### config.mk
export PLATFORM = sky130hd
export DESIGN_NAME = global_pool_runner
export DESIGN_NICKNAME = d
export VERILOG_FILES = /design/src/rtl/global_pool_runner.sv
export SDC_FILE = /design/constraint.sdc
export NUM_CORES = 2
export LEC_CHECK = 0
export CAP_MARGIN = 15
export CORE_MARGIN = 4
export CORE_UTILIZATION = 30
export CTS_CLUSTER_SIZE = 20
export DETAILED_ROUTE_END_ITERATION = 7
export PLACE_DENSITY_LB_ADDON = 0.15
export SLEW_MARGIN = 15
export SYNTH_ARGS = -nofsm -noshare
export SYNTH_HDL_FRONTEND = slang
export SYNTH_SLANG_ARGS = --single-unit
export TNS_END_PERCENT = 20
### constraint.sdc
create_clock -name clk -period 16.89 [get_ports clk]
set_input_delay 1.689 -clock clk [delete_from_list [all_inputs] [get_ports clk]]
set_output_delay 1.689 -clock clk [all_outputs]
set_load 0.01 [all_outputs]
### src/rtl/global_pool_runner.sv
// Per-channel global pooling engine: average (sum + requant) or max over an
// H*W int8 plane, with a fixed-latency read pipeline and a ready/valid write.
module global_pool_runner #(
    parameter int unsigned DATA_W  = 8,
    parameter int unsigned ACC_W   = 32,
    parameter int unsigned MUL_W   = 16,
    parameter int unsigned BIAS_W  = 32,
    parameter int unsigned SHIFT_W = 6,
    parameter int unsigned ADDR_W  = 32,
    parameter int unsigned DIM_W   = 16,
    parameter int unsigned RD_LAT  = 1
) (
    input  logic               clk,
    input  logic               rst,
    input  logic               start,
    output logic               busy,
    output logic               done,
    input  logic               cfg_mode,
    input  logic [DIM_W-1:0]   cfg_in_h,
    input  logic [DIM_W-1:0]   cfg_in_w,
    input  logic [DIM_W-1:0]   cfg_in_c,
    input  logic [ADDR_W-1:0]  cfg_in_base,
    input  logic [ADDR_W-1:0]  cfg_out_base,
    output logic               in_rd_en,
    output logic [ADDR_W-1:0]  in_rd_addr,
    input  logic [DATA_W-1:0]  in_rd_data,
    output logic               out_wr_valid,
    input  logic               out_wr_ready,
    output logic [ADDR_W-1:0]  out_wr_addr,
    output logic [DATA_W-1:0]  out_wr_data,
    output logic [DIM_W-1:0]   ch_idx,
    input  logic [MUL_W-1:0]   ch_mul,
    input  logic [BIAS_W-1:0]  ch_bias,
    input  logic [SHIFT_W-1:0] ch_shift
);

    localparam int unsigned N_W    = 2 * DIM_W;
    localparam int unsigned PROD_W = ACC_W + MUL_W;
    localparam int unsigned RES_W  = PROD_W + 1;

    localparam logic [2:0] S_IDLE  = 3'd0;
    localparam logic [2:0] S_ISSUE = 3'd1;
    localparam logic [2:0] S_DRAIN = 3'd2;
    localparam logic [2:0] S_Q1    = 3'd3;
    localparam logic [2:0] S_Q2    = 3'd4;
    localparam logic [2:0] S_WRITE = 3'd5;
    localparam logic [2:0] S_NEXT  = 3'd6;
    localparam logic [2:0] S_DONE  = 3'd7;

    localparam logic signed [ACC_W-1:0] ACC_MIN = ~ACC_W'((2 ** (DATA_W - 1)) - 1);
    localparam logic signed [RES_W-1:0] SAT_HI  = RES_W'((2 ** (DATA_W - 1)) - 1);
    localparam logic signed [RES_W-1:0] SAT_LO  = ~SAT_HI;

    logic [2:0]                state_q, state_d;
    logic                      mode_q, mode_d;
    logic [N_W-1:0]            n_q, n_d;
    logic [N_W-1:0]            cnt_q, cnt_d;
    logic [DIM_W-1:0]          c_q, c_d;
    logic [DIM_W-1:0]          ch_idx_q, ch_idx_d;
    logic [ADDR_W-1:0]         rd_addr_q, rd_addr_d;
    logic [ADDR_W-1:0]         out_base_q, out_base_d;
    logic signed [ACC_W-1:0]   acc_q, acc_d;
    logic [RD_LAT-1:0]         vld_q, vld_d;
    logic signed [PROD_W-1:0]  prod_q, prod_d;
    logic signed [BIAS_W-1:0]  bias_q, bias_d;
    logic [SHIFT_W-1:0]        shift_q, shift_d;
    logic [DATA_W-1:0]         res_q, res_d;

    logic signed [ACC_W-1:0]   data_ext;
    logic signed [PROD_W-1:0]  acc_x, mul_x;
    logic signed [PROD_W-1:0]  shifted;
    logic                      round_bit;
    logic signed [RES_W-1:0]   scaled;
    logic [DATA_W-1:0]         sat_val;

    // Outputs decoded from state and registered datapath values
    assign busy         = (state_q != S_IDLE);
    assign done         = (state_q == S_DONE);
    assign in_rd_en     = (state_q == S_ISSUE);
    assign in_rd_addr   = in_rd_en ? rd_addr_q : '0;
    assign out_wr_valid = (state_q == S_WRITE);
    assign out_wr_addr  = out_wr_valid ? (out_base_q + ADDR_W'(ch_idx_q)) : '0;
    assign out_wr_data  = out_wr_valid ? res_q : '0;
    assign ch_idx       = ch_idx_q;

    assign data_ext = {{(ACC_W - DATA_W){in_rd_data[DATA_W-1]}}, in_rd_data};
    assign acc_x    = PROD_W'(acc_q);
    assign mul_x    = PROD_W'($signed(ch_mul));

    // Requant: round-half-up arithmetic shift (floor shift plus the last bit shifted out), bias, saturate
    always_comb begin
        shifted   = prod_q >>> shift_q;
        round_bit = 1'b0;
        if (shift_q != '0) begin
            round_bit = 1'(prod_q >>> (shift_q - SHIFT_W'(1)));
        end
        scaled = RES_W'(shifted) + RES_W'(bias_q) + RES_W'({1'b0, round_bit});
        if (scaled > SAT_HI) begin
            sat_val = SAT_HI[DATA_W-1:0];
        end else if (scaled < SAT_LO) begin
            sat_val = SAT_LO[DATA_W-1:0];
        end else begin
            sat_val = scaled[DATA_W-1:0];
        end
    end

    // Next-state, read pipeline tracking and datapath updates
    always_comb begin
        state_d    = state_q;
        mode_d     = mode_q;
        n_d        = n_q;
        cnt_d      = cnt_q;
        c_d        = c_q;
        ch_idx_d   = ch_idx_q;
        rd_addr_d  = rd_addr_q;
        out_base_d = out_base_q;
        acc_d      = acc_q;
        prod_d     = prod_q;
        bias_d     = bias_q;
        shift_d    = shift_q;
        res_d      = res_q;
        vld_d      = RD_LAT'({vld_q, (state_q == S_ISSUE)});

        // absorb one read return
        if (vld_q[RD_LAT-1]) begin
            if (mode_q) begin
                if (data_ext > acc_q) acc_d = data_ext;
            end else begin
                acc_d = acc_q + data_ext;
            end
        end

        case (state_q)
            S_IDLE: begin
                if (start) begin
                    mode_d     = cfg_mode;
                    n_d        = N_W'(cfg_in_h) * N_W'(cfg_in_w);
                    c_d        = cfg_in_c;
                    rd_addr_d  = cfg_in_base;
                    out_base_d = cfg_out_base;
                    ch_idx_d   = '0;
                    cnt_d      = '0;
                    acc_d      = cfg_mode ? ACC_MIN : '0;
                    if (cfg_in_h == '0 || cfg_in_w == '0 || cfg_in_c == '0) begin
                        state_d = S_DONE;
                    end else begin
                        state_d = S_ISSUE;
                    end
                end
            end
            S_ISSUE: begin
                rd_addr_d = rd_addr_q + ADDR_W'(1);
                if (cnt_q == n_q - N_W'(1)) begin
                    cnt_d   = '0;
                    state_d = S_DRAIN;
                end else begin
                    cnt_d = cnt_q + N_W'(1);
                end
            end
            S_DRAIN: begin
                if (cnt_q == N_W'(RD_LAT - 1)) begin
                    cnt_d   = '0;
                    state_d = S_Q1;
                end else begin
                    cnt_d = cnt_q + N_W'(1);
                end
            end
            S_Q1: begin
                prod_d  = acc_x * mul_x;
                bias_d  = $signed(ch_bias);
                shift_d = ch_shift;
                state_d = S_Q2;
            end
            S_Q2: begin
                res_d   = mode_q ? acc_q[DATA_W-1:0] : sat_val;
                state_d = S_WRITE;
            end
            S_WRITE: begin
                if (out_wr_ready) state_d = S_NEXT;
            end
            S_NEXT: begin
                if (ch_idx_q == c_q - DIM_W'(1)) begin
                    state_d = S_DONE;
                end else begin
                    ch_idx_d = ch_idx_q + DIM_W'(1);
                    acc_d    = mode_q ? ACC_MIN : '0;
                    cnt_d    = '0;
                    state_d  = S_ISSUE;
                end
            end
            S_DONE: begin
                state_d = S_IDLE;
            end
            default: begin
                state_d = S_IDLE;
            end
        endcase
    end

    // State and datapath registers with synchronous reset
    always_ff @(posedge clk) begin
        if (rst) begin
            state_q    <= S_IDLE;
            mode_q     <= 1'b0;
            n_q        <= '0;
            cnt_q      <= '0;
            c_q        <= '0;
            ch_idx_q   <= '0;
            rd_addr_q  <= '0;
            out_base_q <= '0;
            acc_q      <= '0;
            vld_q      <= '0;
            prod_q     <= '0;
            bias_q     <= '0;
            shift_q    <= '0;
            res_q      <= '0;
        end else begin
            state_q    <= state_d;
            mode_q     <= mode_d;
            n_q        <= n_d;
            cnt_q      <= cnt_d;
            c_q        <= c_d;
            ch_idx_q   <= ch_idx_d;
            rd_addr_q  <= rd_addr_d;
            out_base_q <= out_base_d;
            acc_q      <= acc_d;
            vld_q      <= vld_d;
            prod_q     <= prod_d;
            bias_q     <= bias_d;
            shift_q    <= shift_d;
            res_q      <= res_d;
        end
    end

endmodule

==> results.sh <==
export IMPL_drc=0
export IMPL_outcome="finished, final reports clean"
export IMPL_cts_resized=0
export IMPL_die_h_um=416
export IMPL_cts_buffer_depth=3
export IMPL_clkPwrFrac_pct=6.9
export IMPL_avgRoutedWirePerCell_um=19.7
export IMPL_layout_common_cells="1095 x nand2_1, 826 x inv_1, 684 x fa_1"
export IMPL_grt_pass1_wl_um=266000
export IMPL_crit_path_frequent_cell="fa_1"
export IMPL_fin_area_sq_um=56000
export IMPL_syn_nets=7479
export IMPL_grtUsageTotal_pct=19.3
export IMPL_die_x_um=416
export IMPL_grt_pass1_vias=44400
export IMPL_antenna_found_initial=10
export IMPL_multi_input_area_sq_um=39600
export IMPL_hold_path_class="reg2reg"
export IMPL_synth_largest_area_cell="fa_1"
export IMPL_netlist_area_leader_share_pct=27.5
export IMPL_fillers=17500
export IMPL_core_sq_um=165000
export IMPL_netlist_area_sq_um=49800
export IMPL_register_area_sq_um=5830
export IMPL_seq_area_frac_synth_pct=11.7
export IMPL_slew_viol_final=0
export IMPL_period_needed_ns=9.29
export IMPL_max_freq_mhz=108
export IMPL_start_util_pct=30.2
export IMPL_clock_latency_ns=0.61
export IMPL_cp_max_fo=21
export IMPL_place_congestion=0.885
export IMPL_max_cap_viol_count=0
export IMPL_clock_sinks=291
export IMPL_use_met2_pct=31.9
export IMPL_area_growth_pct=12.4
export IMPL_final_hold_viol_count=0
export IMPL_p_sw_share_pct=55.0
export IMPL_dr_pass1_iters=5
export IMPL_place_area_sq_um=54600
export IMPL_maxSlewHeadroom_pct=19.0
export IMPL_tritoncts="yes"
export IMPL_power_per_cell_area_nw_per_um2=236
export IMPL_cp_end_kind="flip-flop"
export IMPL_fp_row_count=149
export IMPL_crit_slowest_cell="clkdlybuf4s50_1"
export IMPL_ios=271
export IMPL_clk_pin_slew_ns=0.06
export IMPL_p_leak_nw=24.7
export IMPL_synth_area_top_cells="fa_1 27%, dfxtp_1 12%, ha_1 8.8%"
export IMPL_ant_nets=0
export IMPL_vias=43400
export IMPL_fin_setup_tns_ns=0
export IMPL_ys_types=106
export IMPL_drive_above_1_share_pct=4.24
export IMPL_netlist_instances=6265
export IMPL_rsz0062_at_grt="false"
export IMPL_cts_root_buf="clkbuf_16"
export IMPL_p_comb_share_pct=85.3
export IMPL_ys_seq_elements=291
export IMPL_synth_async_reset_ratio_pct=0
export IMPL_buffer_ports_inserted=270
export IMPL_crit_chain="clkdlybuf4s50_1 -> buf_4 -> nand2_1 -> fa_1 -> inv_1 -> fa_1 -> fa_1 -> fa_1 -> fa_1 -> inv_1 -> fa_1 -> inv_1 -> ha_1 -> nand2_1 -> o41ai_1 -> o2111ai_1 -> and3_1 -> o31a_1 -> o31ai_1 -> xnor2_1 -> a211oi_1"
export IMPL_ir_drop_mv=0.335
export IMPL_setup_viol_count_final=0
export IMPL_use_met1_pct=27.6
export IMPL_use_met3_pct=1.55
export IMPL_synth_ff_type="dfxtp_1"
export IMPL_drt_vias_per_instance=5.08
export IMPL_grt_busiest_layer="met2"
export IMPL_worst_pin_slew_ns=1.21
export IMPL_netSwitchingPower_w=0.00727
export IMPL_crit_type="in2reg"
export IMPL_synth_warnings=0
export IMPL_drt_total_wl_um=168000
export IMPL_hpwl_um=131000
export IMPL_fin_skew_ns=0.0380
export IMPL_htree_levels=2
export IMPL_avgSynthCellArea_sq_um=7.95
export IMPL_cp_arrival_ns=9.80
export IMPL_cts_inserted_buffers=40
export IMPL_gr_total_overflow=0
export IMPL_postCtsSetupBuffers=0
export IMPL_worst_ep_required_time_ns=17.40
export IMPL_layout_worst_path_cycle_share_pct=55.0
export IMPL_synth_edf_count=0
export IMPL_final_common_cell="nand2_1"
export IMPL_start_kind="input pin"
export IMPL_max_stage_delay_ns=1.25
export IMPL_p_int_w=0.00596
export IMPL_grt_max_degree=87
export IMPL_nets=7528
export IMPL_initialDrtViolationCount=3115
export IMPL_hold_buffers=0
export IMPL_pwr_share_seq_pct=7.7
export IMPL_die_area_sq_um=173000
## cells by family after synthesis
kind of cell    after synthesis  synth area share, %
compound gates             1127                 14.0
xor+xnor                    240                 4.23
fa+ha+maj                  1035                 36.3
buf+inv                    1181                 9.00
flops                       291                 11.7
mux                         111                 3.48
simple gates               2280                 21.3
## critical path, delay by kind of cell
kind | cells | cell delay, ns
fa+ha+maj | 7 | 3.28
compound gates | 5 | 2.26
buf+inv | 5 | 1.89
simple gates | 3 | 0.51
xor+xnor | 1 | 0.11
## power by group through the flow
stage | clock (W) | sequential (W) | combinational (W)
floorplan | 0 | 0.000945 | 0.00845
global placement | 0 | 0.00103 | 0.0113
detailed placement | 0 | 0.00103 | 0.0113
CTS | 0.000948 | 0.00102 | 0.0114
global route | 0.000970 | 0.00104 | 0.0129
finish | 0.000918 | 0.00102 | 0.0113
## synthesized netlist by cell type, drive strengths merged (14+ instances only)
library cell and count:
nor2b 30, fa 684, a31oi 48, nand3 99, a21oi 433, buf 37, ha 351, xnor2 165
a211oi 62, a221oi 16, xor2 75, o21bai 28, nand2 1097, mux4 49, inv 829, nor4 46
mux2i 55, and3 107, o21ai 245, nor3 83, a21o 66, or3 22, o21a 25, o22ai 18
clkbuf 314, nand4 47, nand2b 35, and2 286, o31ai 18, dfxtp 291, a22oi 14, o211ai 30
nor2 355
## per-stage QoR
stage / cells / utilization [%] / hold slack, ns / setup slack (ns) / total power [W]
after floorplan: 6265 / - / 0.423 / 9.01 / 0.00939
after global placement: 8461 / 33.1 / 0.434 / 7.03 / 0.0124
after detailed placement: 8461 / 33.1 / 0.442 / 7.03 / 0.0123
after CTS: 8529 / 33.9 / 0.449 / 7.68 / 0.0134
after global routing: 8537 / 33.9 / 0.463 / 7.39 / 0.0149
final: 8538 / 33.9 / 0.446 / 7.60 / 0.0132
## state kept, by name (all words and copies together), names as in the netlist
signal and cells:
bias_q 32, prod_q 48, rd_addr_q 32, state_q 3
res_q 8, c_q 16, mode_q 1, shift_q 6
n_q 32, vld_q 1, ch_idx 16, cnt_q 32
out_base_q 32, acc_q 32
## worst paths after layout
kind | depth (start not counted) | slack, ns | to | start
min reg2reg | 2 | 0.45 | res_q[1] | res_q[1]
max reg2reg | 25 | 9.21 | prod_q[47] | acc_q[7]
min | 2 | 0.45 | res_q[1] | res_q[1]
max | 21 | 7.60 | prod_q[47] | ch_mul[6]
## layer usage
| layer | vias up | routed length [um] |
|---|---|---|
| li1 | 20500 | - |
| met4 | 2 | 3610 |
| met2 | 885 | 78300 |
| met1 | 21800 | 79800 |
| met5 | - | 16 |
| met3 | 144 | 6430 |
## layout make-up
class                   instances  share of cell area (%)
clock buffers                  53                    2.06
diodes                          9                  0.0402
clock inverters                15                   0.445
flip-flops and latches        291                    10.4
repair buffers                358                    5.98
multi-input cells            4793                    70.6
inverters                     830                    5.56
well taps                    2189                    4.89
Power figures use the tool's default switching activity.
